**src/rtl/alu_pkg.sv**
```systemverilog
// rtl/alu_pkg.sv - shared ALU op codes, EX state encoding and op classification helper
package alu_pkg;

  typedef enum logic [3:0] {
    ADD  = 4'd0,
    SUB  = 4'd1,
    SLL  = 4'd2,
    SLT  = 4'd3,
    XOR  = 4'd4,
    SRL  = 4'd5,
    OR   = 4'd6,
    AND  = 4'd7,
    NDEF = 4'd8
  } alu_type_e;

  typedef enum logic [1:0] {
    IDLE  = 2'd0,
    SHIFT = 2'd1,
    DONE  = 2'd2
  } alu_state_e;

  function automatic logic is_shift(input logic [3:0] code);
    return (code == SLL) || (code == SRL);
  endfunction

endpackage

```
**src/rtl/alu_shift_iter.sv**
```systemverilog
// rtl/alu_shift_iter.sv - one-bit-per-cycle shift datapath (accumulator plus remaining-count)
module alu_shift_iter
  import alu_pkg::*;
#(
  parameter int XLEN = 32,
  parameter int SHW  = $clog2(XLEN)
) (
  input  logic            clk,
  input  logic            rst,
  input  logic            load,
  input  logic            step,
  input  logic            load_left,
  input  logic [XLEN-1:0] load_val,
  input  logic [SHW-1:0]  load_cnt,
  output logic [XLEN-1:0] acc_next,
  output logic            last
);

  logic [XLEN-1:0] acc_q, acc_d;
  logic [SHW-1:0]  cnt_q, cnt_d;
  logic            left_q, left_d;

  assign acc_next = left_q ? (acc_q << 1) : (acc_q >> 1);
  // The step taken while cnt==1 is the final one; acc_next is then the answer.
  assign last     = (cnt_q == SHW'(1));

  always_comb begin
    acc_d  = acc_q;
    cnt_d  = cnt_q;
    left_d = left_q;
    if (load) begin
      acc_d  = load_val;
      cnt_d  = load_cnt;
      left_d = load_left;
    end else if (step) begin
      acc_d  = acc_next;
      cnt_d  = cnt_q - SHW'(1);
    end
  end

  always_ff @(posedge clk) begin
    if (rst) begin
      acc_q  <= '0;
      cnt_q  <= '0;
      left_q <= 1'b0;
    end else begin
      acc_q  <= acc_d;
      cnt_q  <= cnt_d;
      left_q <= left_d;
    end
  end

endmodule

```
**src/rtl/alu_iter_exec.sv**
```systemverilog
// rtl/alu_iter_exec.sv - EX-stage ALU with valid/ready handshakes and iterative shifts
module alu_iter_exec
  import alu_pkg::*;
#(
  parameter int XLEN = 32,
  parameter int SHW  = $clog2(XLEN)
) (
  input  logic            clk,
  input  logic            rst,
  input  logic            in_valid,
  output logic            in_ready,
  input  logic [3:0]      ALUType,
  input  logic [XLEN-1:0] src1,
  input  logic [XLEN-1:0] src2,
  output logic            out_valid,
  input  logic            out_ready,
  output logic [XLEN-1:0] result,
  output logic            zero,
  output logic            illegal
);

  alu_state_e      state_q, state_d;
  logic [XLEN-1:0] result_q, result_d;
  logic            illegal_q, illegal_d;

  logic [SHW-1:0]  shamt;
  logic [XLEN-1:0] alu_res;
  logic            alu_ill;
  logic            sh_load, sh_step, sh_last;
  logic [XLEN-1:0] sh_next;

  assign shamt = src2[SHW-1:0];

  // Shift codes only land here with shamt==0, where the answer is src1 unchanged.
  always_comb begin
    alu_res = '0;
    alu_ill = 1'b0;
    case (alu_type_e'(ALUType))
      ADD:     alu_res = src1 + src2;
      SUB:     alu_res = src1 - src2;
      SLL:     alu_res = src1;
      SRL:     alu_res = src1;
      SLT:     alu_res = {{(XLEN-1){1'b0}}, ($signed(src1) < $signed(src2))};
      XOR:     alu_res = src1 ^ src2;
      OR:      alu_res = src1 | src2;
      AND:     alu_res = src1 & src2;
      default: alu_ill = 1'b1;
    endcase
  end

  alu_shift_iter #(.XLEN(XLEN), .SHW(SHW)) u_shift (
    .clk       (clk),
    .rst       (rst),
    .load      (sh_load),
    .step      (sh_step),
    .load_left (ALUType == SLL),
    .load_val  (src1),
    .load_cnt  (shamt),
    .acc_next  (sh_next),
    .last      (sh_last)
  );

  always_comb begin
    state_d   = state_q;
    result_d  = result_q;
    illegal_d = illegal_q;
    sh_load   = 1'b0;
    sh_step   = 1'b0;
    case (state_q)
      IDLE: begin
        if (in_valid) begin
          if (is_shift(ALUType) && (shamt != '0)) begin
            sh_load   = 1'b1;
            illegal_d = 1'b0;
            state_d   = SHIFT;
          end else begin
            result_d  = alu_res;
            illegal_d = alu_ill;
            state_d   = DONE;
          end
        end
      end
      SHIFT: begin
        sh_step = 1'b1;
        if (sh_last) begin
          result_d = sh_next;
          state_d  = DONE;
        end
      end
      DONE: begin
        if (out_ready) state_d = IDLE;
      end
      default: state_d = IDLE;
    endcase
  end

  always_ff @(posedge clk) begin
    if (rst) begin
      state_q   <= IDLE;
      result_q  <= '0;
      illegal_q <= 1'b0;
    end else begin
      state_q   <= state_d;
      result_q  <= result_d;
      illegal_q <= illegal_d;
    end
  end

  assign in_ready  = (state_q == IDLE);
  assign out_valid = (state_q == DONE);
  assign result    = result_q;
  assign zero      = (result_q == '0);
  assign illegal   = illegal_q;

endmodule

```
**config.mk**
```make
export PLATFORM = sky130hd
export DESIGN_NAME = alu_iter_exec
export DESIGN_NICKNAME = d
export VERILOG_FILES = /design/src/rtl/alu_pkg.sv /design/src/rtl/alu_shift_iter.sv /design/src/rtl/alu_iter_exec.sv
export SDC_FILE = /design/constraint.sdc
export NUM_CORES = 1
export LEC_CHECK = 0
export CORE_ASPECT_RATIO = 0.6
export CORE_UTILIZATION = 42
export CTS_CLUSTER_DIAMETER = 120
export CTS_CLUSTER_SIZE = 10
export DETAILED_ROUTE_END_ITERATION = 8
export DONT_BUFFER_PORTS = 1
export HOLD_SLACK_MARGIN = 0.1
export PLACE_DENSITY_LB_ADDON = 0.12
export SLEW_MARGIN = 30
export SYNTH_ARGS = -nofsm -noshare
export SYNTH_HDL_FRONTEND = slang
export SYNTH_HIERARCHICAL = 1
export SYNTH_SLANG_ARGS = --single-unit
```
**constraint.sdc**
```tcl
create_clock -name clk -period 3.9 [get_ports clk]
set_input_delay 0.975 -clock clk [delete_from_list [all_inputs] [get_ports clk]]
set_output_delay 0.975 -clock clk [all_outputs]
set_load 0.02 [all_outputs]
```
==> reports/metrics.json, run 1 <==
{
  "clock_network": {
    "cts_resized": 0,
    "cts_sinks": 73,
    "postCtsSetupBuffers": 0,
    "clockBufferDepth": 2,
    "path_clk_slew_ns": 0.06,
    "worstSkewPairLatency_ns": 0.37,
    "cts_root_buffer": "clkbuf_16",
    "tritoncts_clock_tree": "built",
    "cts.htree.levels": 3,
    "postCtsHoldBufs": 0,
    "cts-buffers-inserted": 9
  },
  "worst_setup_path": {
    "cp_buf_inv_count": 2,
    "chain_of_cells_forming_the_critical_path": "inv_1, ha_1, inv_1, a221oi_1, or3b_2, a21oi_1, o31ai_1, a311oi_1, mux2i_1, o211ai_1, a32o_1",
    "timing.critical_path.slowest_cell_delay_ns": 0.61,
    "crit_family": "compound AO/OA/AOI/OAI gates",
    "worstSetupEndpointType": "flop",
    "timing.critical_path.fanout_max": 7,
    "cpMostUsedCell": "inv_1",
    "cp-start-kind": "primary input",
    "worst-endpoint-arrival_ns": 3.83,
    "worst-setup-path-type": "in -> reg",
    "worst_ep_required_time_ns": 4.17,
    "cp_slowest_cell": "o31ai_1"
  },
  "detailed_routing": {
    "vias": 9822,
    "avgViaCountPerCell": 6.304,
    "1st_pass_router_iterations": 8,
    "route.final.wire_length_mm": 38.92,
    "detail_route.wl_per_cell_microns": 24.98,
    "drt_first_iter_violations": 947,
    "number_of_nets_with_antenna_violations_after_detailed_routing": 0,
    "post-route-drc-count": 0
  },
  "power": {
    "peakVddDrop_uv": 230.2,
    "power-per-cell-area_nw_per_um2": 269.8,
    "leakagePower_nw": 4.398
  },
  "synth": {
    "synth-edff-count": 0,
    "post_syn_nets": 1449,
    "postSynth.topFlopCell": "dfxtp_1",
    "postSynth.asyncResetShare_pct": 0,
    "netlist-cell-type-count": 90,
    "synthesis.instances": 1260,
    "synthesis_warnings": 6,
    "syn_avg_cell_area_sq_um": 7.800,
    "ys_seq_elements": 73,
    "post_synth_instance_area_sq_um": 9828,
    "share_of_synthesized_area_occupied_by_flip_flops_and_latches_pct": 14.87
  },
  "status": {
    "run_status": "completed"
  },
  "final_layout": {
    "post_route_cells_drive_above_1_share_pct": 15.76,
    "layout.filler_cells": 2266,
    "mostFrequentLayoutCell": "nor2_1",
    "layout_common_cells": "125 x nor2_1, 115 x ha_1, 111 x a21oi_1",
    "area_delta_synth_final_pct": 7.473,
    "final_layout_net_count": 1434,
    "diodes_inserted": 0
  },
  "sta": {
    "max_freq_ghz": 0.2808,
    "skew_ns": 0.007413,
    "final-hold-violation-count": 0,
    "timing.final.crit_share_pct": 91.31,
    "timing.setup.tns_ns": 0,
    "tightestPinTransition_ns": 0.9477,
    "rsz0062_at_grt": "no",
    "final_worst_path_period_need_ns": 3.561,
    "timing.hold.ws_ns": 0.5604,
    "timing.max_slew.rel_slack_pct": 36.24,
    "timing.final.setup_violations": 0,
    "timing.final.max_slew_violations": 0,
    "setup_ws_ns": 0.3391
  },
  "placed_design": {
    "hpwlAfterDp_mm": 30.12,
    "pre_cts_slack_ns": 0.05585,
    "final_wtd_congestion": 0.9976,
    "place.port_buffers": 0
  },
  "grt": {
    "grt.total_usage_pct": 32.94,
    "number_of_global_route_vias_before_repair": 9455,
    "antenna_violations_before_repair": 1,
    "wire_length_of_the_first_global_routing_pass_mm": 59.26,
    "pin_count_of_the_biggest_net_entering_global_routing": 105,
    "globalRoute.totalOverflow": 0
  },
  "floorplan": {
    "placement_rows": 42,
    "start_util_pct": 43.70,
    "die_height_microns": 120.5,
    "floorplan.io_pins": 108,
    "floorplan.die_area_sq_um": 24040,
    "die_width_microns": 199.5,
    "core_sq_um": 22490
  },
  "hold_path": {
    "timing.hold.worst.class": "reg -> reg"
  },
  "run": {
    "drv.max_cap_violation_count": 0
  }
}
## cell families after synthesis
family,synth area share (%)
compound gates,30.83
xor+xnor,2.584
buf+inv,9.752
simple gates,20.75
fa+ha+maj,15.05
flops,14.87
mux,6.162
## where the power goes
group	internal (mW)	total [mW]	switching, mW
Clock	0.550	0.920	0.370
Sequential	0.786	0.859	0.0725
Combinational	0.416	1.07	0.656
## metal layers
metal	vias up	track usage (%)	routed length, microns	share of wire [%]
met5	-	0	0	0
met4	0	8.683	798	2.1
met3	44	9.400	3941	10
met2	454	48.18	16160	42
met1	4719	46.65	18030	46
li1	4605	-	-	-
## Yosys cell counts (5+ instances only)
| master | count | share of area [%] |
|---|---|---|
| nand4_1 | 11 | 0.70 |
| o2111ai_1 | 7 | 0.62 |
| a211oi_1 | 10 | 0.76 |
| o21a_1 | 13 | 0.99 |
| a32o_1 | 5 | 0.51 |
| ha_1 | 115 | 15 |
| inv_1 | 98 | 3.7 |
| xnor2_1 | 21 | 1.9 |
| nor2_2 | 21 | 1.3 |
| dfxtp_1 | 73 | 15 |
| o211ai_1 | 15 | 1.1 |
| or3_1 | 11 | 0.70 |
| nor3_1 | 35 | 1.8 |
| a2111oi_0 | 8 | 0.71 |
| mux2_4 | 28 | 4.3 |
| and3_1 | 8 | 0.51 |
| nand2b_1 | 9 | 0.57 |
| a222oi_1 | 8 | 0.81 |
| mux2i_1 | 14 | 1.4 |
| a221oi_1 | 30 | 2.7 |
| buf_1 | 9 | 0.34 |
| o21bai_1 | 9 | 0.69 |
| nand3b_1 | 33 | 2.5 |
| clkbuf_1 | 53 | 2.0 |
| a31oi_1 | 8 | 0.51 |
| nor2_1 | 126 | 4.8 |
| and2_1 | 7 | 0.45 |
| a21oi_1 | 112 | 5.7 |
| a221o_1 | 5 | 0.51 |
| buf_12 | 6 | 1.2 |
| nor2b_1 | 10 | 0.64 |
| o221ai_1 | 6 | 0.53 |
| buf_2 | 22 | 1.1 |
| o31ai_1 | 8 | 0.61 |
| nand2_1 | 66 | 2.5 |
| o41ai_2 | 31 | 5.1 |
| a22oi_1 | 11 | 0.84 |
| buf_6 | 5 | 0.57 |
| o21ai_0 | 69 | 3.5 |
| nand3_1 | 13 | 0.66 |
| xor2_1 | 8 | 0.71 |
| nor4_1 | 20 | 1.3 |
## cell type report
type                            instances  area (sq um)  share of cell area, %
Multi-Input combinational cell        987          7432                  70.36
Sequential cell                        73          1463                  13.85
Tap cell                              308         385.4                  3.648
Inverter                              101         392.9                  3.720
Timing Repair Buffer                   73         573.1                  5.425
Clock inverter                          3         46.29                 0.4383
Clock buffer                           13         270.3                  2.559
## worst paths after layout
path | startpoint | to | slack [ns] | cells after the start
min reg2reg | u_shift/acc_q[20] | u_shift/acc_q[20] | 0.56 | 2
max reg2reg | state_q[1] | result[19] | 1.00 | 8
max | src2[3] | result[23] | 0.34 | 11
min | u_shift/acc_q[20] | u_shift/acc_q[20] | 0.56 | 2
## stage by stage
step | total power, mW | utilization (%) | instances | cell area, sq um
CTS | 2.847 | 46.96 | 1558 | 10560
floorplan | 1.606 | - | 1260 | 9828
detailed placement | 1.914 | 45.56 | 1542 | 10250
global placement | 1.921 | 45.56 | 1542 | 10250
finish | 2.850 | 46.96 | 1558 | 10560
global route | 2.992 | 46.96 | 1558 | 10560
## sequential cells by signal, indices dropped and copies added (netlist names)
signal / cells
illegal: 1
state_q: 2
result: 32
u_shift/left_q: 1
u_shift/acc_q: 32
u_shift/cnt_q: 5
## worst min-delay path, delay by kind of cell, from the launching register on
kind / cells / cell delay [ns]
AOI/OAI and AO/OA: 1 / 0.07
DFF: 1 / 0.32
and+or+nand+nor: 1 / 0.13
Power figures use the tool's default switching activity.
==> inputs of run 2 (changes only) <==
--- a/config.mk
+++ b/config.mk
@@ -11,7 +11,7 @@
 export CTS_CLUSTER_SIZE = 10
 export DETAILED_ROUTE_END_ITERATION = 8
 export DONT_BUFFER_PORTS = 1
-export HOLD_SLACK_MARGIN = 0.1
+export GPL_ROUTABILITY_DRIVEN = 0
 export PLACE_DENSITY_LB_ADDON = 0.12
 export SLEW_MARGIN = 30
 export SYNTH_ARGS = -nofsm -noshare
==> constraint.sdc (replaced) <==
create_clock -name clk -period 2.99 [get_ports clk]
set_input_delay 0.7475 -clock clk [delete_from_list [all_inputs] [get_ports clk]]
set_output_delay 0.7475 -clock clk [all_outputs]
set_load 0.02 [all_outputs]
==> reports/metrics.json, run 2 (synthesis results as in run 1) <==
{
  "status": {
    "run_status": "completed"
  },
  "sta": {
    "setup_ws_ns": 0.05041,
    "final_worst_path_period_need_ns": 2.940,
    "skew_ns": 0.008529,
    "timing.final.max_slew_violations": 0,
    "timing.final.crit_share_pct": 98.31,
    "final-hold-violation-count": 0,
    "rsz0062_at_grt": "yes",
    "timing.hold.ws_ns": 0.4575,
    "timing.max_slew.rel_slack_pct": 51.50,
    "tightestPinTransition_ns": 0.7209,
    "timing.final.setup_violations": 0,
    "max_freq_ghz": 0.3402
  },
  "power": {
    "power.share.combinational_pct": 43.2,
    "leakagePower_nw": 5.205,
    "p_sw_share_pct": 38.06,
    "p_seq_share_pct": 27.0,
    "p_clk_share_pct": 29.8,
    "p_switching_mw": 1.573,
    "power-per-cell-area_nw_per_um2": 337.2,
    "peakVddDrop_uv": 278.1,
    "p_int_mw": 2.559
  },
  "detailed_routing": {
    "vias": 10700,
    "route.final.wire_length_mm": 40.82,
    "detail_route.wl_per_cell_microns": 23.94,
    "1st_pass_router_iterations": 6,
    "avgViaCountPerCell": 6.275,
    "post-route-drc-count": 0,
    "number_of_nets_with_antenna_violations_after_detailed_routing": 0,
    "drt_first_iter_violations": 1170
  },
  "grt": {
    "globalRoute.totalOverflow": 0,
    "antenna_violations_before_repair": 0,
    "pin_count_of_the_biggest_net_entering_global_routing": 105,
    "wire_length_of_the_first_global_routing_pass_mm": 61.65,
    "number_of_global_route_vias_before_repair": 10080,
    "grt.total_usage_pct": 33.99
  },
  "worst_setup_path": {
    "worstSetupEndpointType": "flop",
    "timing.critical_path.fanout_max": 5,
    "worst-setup-path-type": "in -> reg",
    "worst_ep_required_time_ns": 3.22,
    "cp_slowest_cell": "or3_4",
    "timing.critical_path.slowest_cell_delay_ns": 0.40,
    "cp-start-kind": "primary input",
    "worst-endpoint-arrival_ns": 3.17,
    "chain_of_cells_forming_the_critical_path": "inv_1, ha_1, nor4_4, nand4b_1, or3_4, a21oi_4, nor3_4, a31oi_1, mux2_4, a2111oi_4, a211oi_2"
  },
  "final_layout": {
    "core_occupancy_in_the_finished_layout_pct": 54.48,
    "multi_input_area_sq_um": 7930,
    "finalInstanceArea_sq_um": 12250,
    "final_layout_net_count": 1581,
    "area_delta_synth_final_pct": 24.67,
    "seq_area_sq_um": 1463,
    "layout_common_cells": "212 x buf_4, 124 x nor2_1, 106 x a21oi_1",
    "finish.cell_count_without_fillers": 1705,
    "diodes_inserted": 0,
    "post_route_cells_drive_above_1_share_pct": 29.78,
    "mostFrequentLayoutCell": "buf_4",
    "layout.filler_cells": 2200
  },
  "floorplan": {
    "placement_rows": 42,
    "floorplan.die_area_sq_um": 24040,
    "floorplan.io_pins": 108,
    "core_sq_um": 22490,
    "start_util_pct": 43.70,
    "die_height_microns": 120.5,
    "die_width_microns": 199.5
  },
  "clock_network": {
    "cts_root_buffer": "clkbuf_16",
    "tritoncts_clock_tree": "built",
    "path_clk_slew_ns": 0.06,
    "worstSkewPairLatency_ns": 0.36,
    "cts_sinks": 73,
    "cts-buffers-inserted": 9,
    "clockBufferDepth": 2,
    "cts.htree.levels": 3
  },
  "placed_design": {
    "place_inst": 1686,
    "hpwlAfterDp_mm": 31.71,
    "place.port_buffers": 0,
    "pre_cts_slack_ns": -0.4670,
    "placed_area_sq_um": 11560
  },
  "hold_path": {
    "timing.hold.worst.class": "in -> reg"
  },
  "run": {
    "drv.max_cap_violation_count": 0
  }
}
==> run 2: cell count changes in the layout (fill, tap and decap cells not counted), sizes merged <==
cell and change:
buf +147, bufinv +1, clkbuf -3, clkinv +3, clkinvlp -1
==> run 2: power by group through the flow <==
stage | Sequential (mW) | Combinational, mW | Clock (mW)
floorplan | 1.11 | 1.03 | 0
global placement | 1.14 | 1.62 | 0
detailed placement | 1.14 | 1.63 | 0
CTS | 1.12 | 1.65 | 1.24
global route | 1.12 | 1.91 | 1.27
finish | 1.12 | 1.78 | 1.23
==> run 2: stage by stage <==
stage               total power [mW]  setup TNS, ns
floorplan                      2.139        -0.2101
global placement               2.755         -7.592
detailed placement             2.765         -8.765
CTS                            4.008              0
global route                   4.302       -0.04416
finish                         4.132              0
==> run 2: final timing paths <==
| kind | start | endpoint | depth (start not counted) | slack (ns) |
|---|---|---|---|---|
| setup reg to reg | u_shift/cnt_q[0] | result[26] | 9 | 0.30 |
| hold reg to reg | illegal | illegal | 2 | 0.55 |
| setup / recovery | src1[19] | result[29] | 11 | 0.05 |
| hold / removal | rst | illegal | 1 | 0.46 |
==> run 2: area by class of cell <==
cell class,instances,area share [%]
Inverter,101,3.431
Clock buffer,10,1.869
Sequential cell,73,11.94
Tap cell,308,3.145
Clock inverter,6,0.7454
Multi-Input combinational cell,987,64.72
Timing Repair Buffer,220,14.15
==> run 2: layer usage <==
metal	wire [microns]	global-route usage, %
met1	18280	48.74
met3	4420	7.671
met2	17200	51.15
met4	919	7.634
met5	0	0
==> run 2: critical path: cells and delay by family <==
| family | cells | cell delay [ns] |
|---|---|---|
| buf+inv | 1 | 0.02 |
| compound gates | 4 | 0.72 |
| fa+ha+maj | 1 | 0.33 |
| mux | 1 | 0.33 |
| simple gates | 4 | 1.02 |
==> run 2: repair_timing <==
item,CTS,global route
endpoints found under the setup margin,11,23
hold buffers,0,0
resized for setup,10,70
pin swaps,5,25
setup buffers,1,2
==> inputs of run 3 (changes only) <==
--- a/config.mk
+++ b/config.mk
@@ -16,5 +16,4 @@
 export SLEW_MARGIN = 30
 export SYNTH_ARGS = -nofsm -noshare
 export SYNTH_HDL_FRONTEND = slang
-export SYNTH_HIERARCHICAL = 1
 export SYNTH_SLANG_ARGS = --single-unit
==> reports/metrics.json, run 3 <==
{
  "synth": {
    "commonest_cells_post_synth": "157 x a21oi_1, 138 x nor2_1, 115 x ha_1",
    "postSynth.asyncResetShare_pct": 0,
    "postSynth.topFlopCell": "dfxtp_1",
    "synthesis.instances": 1242,
    "synth.top_cells.by_area": "dfxtp_1 17%, ha_1 16%, a21oi_1 9.0%",
    "post_synth_instance_area_sq_um": 8778,
    "synth-edff-count": 0,
    "share_of_synthesized_area_occupied_by_flip_flops_and_latches_pct": 16.65,
    "post_syn_nets": 1431,
    "netlist-cell-type-count": 77,
    "yosys_top_cell_area_share_pct": 16.65,
    "yosys.cell_count.top_type": "a21oi_1",
    "synth_top_area_cell": "dfxtp_1",
    "syn_avg_cell_area_sq_um": 7.068,
    "ys_seq_elements": 73,
    "synthesis_warnings": 0
  },
  "sta": {
    "tightestPinTransition_ns": 0.7891,
    "timing.setup.tns_ns": -0.03709,
    "setup_ws_ns": -0.02832,
    "timing.final.setup_violations": 2,
    "final_worst_path_period_need_ns": 3.018,
    "timing.hold.ws_ns": 0.4448,
    "rsz0062_at_grt": "yes",
    "timing.final.max_slew_violations": 0,
    "skew_ns": 0.007755,
    "max_freq_ghz": 0.3313,
    "final-hold-violation-count": 0,
    "timing.max_slew.rel_slack_pct": 47.39,
    "timing.final.crit_share_pct": 100.9
  },
  "final_layout": {
    "final_layout_net_count": 1583,
    "finalInstanceArea_sq_um": 11420,
    "diodes_inserted": 0,
    "finish.cell_count_without_fillers": 1672,
    "layout_common_cells": "220 x buf_4, 143 x a21oi_1, 134 x nor2_1",
    "post_route_cells_drive_above_1_share_pct": 23.95,
    "mostFrequentLayoutCell": "buf_4",
    "core_occupancy_in_the_finished_layout_pct": 56.49,
    "area_delta_synth_final_pct": 30.12
  },
  "grt": {
    "antenna_violations_before_repair": 0,
    "wire_length_of_the_first_global_routing_pass_mm": 54.72,
    "pin_count_of_the_biggest_net_entering_global_routing": 63,
    "grt.total_usage_pct": 33.16,
    "number_of_global_route_vias_before_repair": 9077,
    "globalRoute.totalOverflow": 0
  },
  "floorplan": {
    "placement_rows": 40,
    "die_width_microns": 188.6,
    "start_util_pct": 43.42,
    "die_height_microns": 114.0,
    "core_sq_um": 20220,
    "floorplan.io_pins": 108,
    "floorplan.die_area_sq_um": 21500
  },
  "worst_setup_path": {
    "worstSetupEndpointType": "flop",
    "cp-start-kind": "primary input",
    "ff2ff_setup_slack_ns": 0.47,
    "cp_slowest_cell": "fa_2",
    "worst-endpoint-arrival_ns": 3.29,
    "timing.critical_path.fanout_max": 3,
    "worst-setup-path-type": "in -> reg",
    "timing.critical_path.slowest_cell_delay_ns": 0.37,
    "chain_of_cells_forming_the_critical_path": "inv_8, ha_4, fa_2, nor2_2, o211ai_1, a211o_1, a21oi_4, nor3_4, o31a_1, o21ai_2, a21oi_2, o211a_1, a2111oi_4",
    "rr_worst_depth": 7,
    "worstSetupPathDepth": 13,
    "worst_ep_required_time_ns": 3.26,
    "cp_buf_inv_count": 1,
    "crit_family": "compound AO/OA/AOI/OAI gates"
  },
  "detailed_routing": {
    "route.final.wire_length_mm": 36.63,
    "1st_pass_router_iterations": 6,
    "drt_first_iter_violations": 1233,
    "post-route-drc-count": 0,
    "number_of_nets_with_antenna_violations_after_detailed_routing": 0,
    "detail_route.wl_per_cell_microns": 21.91,
    "avgViaCountPerCell": 6.143,
    "vias": 10270
  },
  "power": {
    "leakagePower_nw": 4.769,
    "power-per-cell-area_nw_per_um2": 353.4,
    "peakVddDrop_uv": 297.2
  },
  "status": {
    "run_status": "complete, but fails checks",
    "failed_checks": "setup timing"
  },
  "clock_network": {
    "path_clk_slew_ns": 0.06,
    "cts_root_buffer": "clkbuf_16",
    "clockBufferDepth": 2,
    "cts.htree.levels": 3,
    "worstSkewPairLatency_ns": 0.36,
    "postCtsHoldBufs": 0,
    "cts_sinks": 73,
    "tritoncts_clock_tree": "built",
    "cts-buffers-inserted": 9
  },
  "placed_design": {
    "place.port_buffers": 0,
    "place_inst": 1644,
    "hpwlAfterDp_mm": 28.14,
    "placed_area_sq_um": 10580
  },
  "hold_path": {
    "holdPathStages": 1,
    "timing.hold.worst.class": "in -> reg"
  },
  "run": {
    "drv.max_cap_violation_count": 0
  }
}
[run 3: cell types whose count changed in the layout (fill, tap and decap cells not counted), moves of 18 or more]
cell      previous run  this run
nand3_1             13        31
mux2i_1             14        33
mux2_4              28         0
a21oi_1            106       143
nand3b_1            33         2
o41ai_2             31         0
a211oi_1             6        43
[run 3: report_power, final]
part	switching, mW	internal [mW]	total, mW	leakage [nW]
logic	0.917	0.732	1.65	4.02
clock network	0.482	0.777	1.26	0.155
registers	0.104	1.03	1.13	0.595
[run 3: cells by family (layout without fill, tap and decap cells)]
kind of cell	Yosys count	after routing	share of synthesized area, %
adder cells (fa/ha/maj)	117	117	16.85
multiplexers	34	34	3.891
AND/OR/NAND/NOR	359	359	18.86
AO/OA/AOI/OAI	446	446	33.12
buffers and inverters	190	347	8.338
flip-flops	73	73	16.65
XOR/XNOR	23	23	2.295
[run 3: final cells by class]
| type | count | area [sq um] |
|---|---|---|
| fillers | 1971 | 8797 |
| multi-input cells | 979 | 7168 |
| repair buffers | 223 | 1685 |
| flip-flops and latches | 73 | 1463 |
| inverters | 108 | 432.9 |
| well taps | 273 | 341.6 |
| clock buffers | 12 | 256.5 |
| clock inverters | 4 | 75.07 |
[run 3: worst paths after layout]
check,endpoint,startpoint
worst max-delay path,result[28],src1[0]
worst min-delay path,result[28],rst
worst max register to register,result[28],u_shift.cnt_q[2]
worst min register to register,u_shift.cnt_q[4],u_shift.cnt_q[4]
[run 3: per-stage QoR]
| step | power [mW] | setup WS [ns] |
|---|---|---|
| 4_1_cts | 3.916 | -0.03525 |
| 6_report | 4.037 | -0.02832 |
| 2_1_floorplan | 2.023 | -0.1853 |
| 3_3_place_gp | 2.615 | -0.6280 |
| 5_1_grt | 4.219 | -0.09014 |
| 3_5_place_dp | 2.619 | -0.6770 |
[run 3: per-layer routing]
layer	track usage, %	part of all wire (%)
met5	0	0
met4	8.495	1.8
met3	9.754	13
met2	43.46	38
met1	50.86	47
[run 3: what timing repair did]
item / 4_1_cts / 5_1_grt
buffers inserted: 2 / 10
pin swaps: 7 / 48
setup endpoints to repair: 9 / 17
resized for setup: 14 / 71
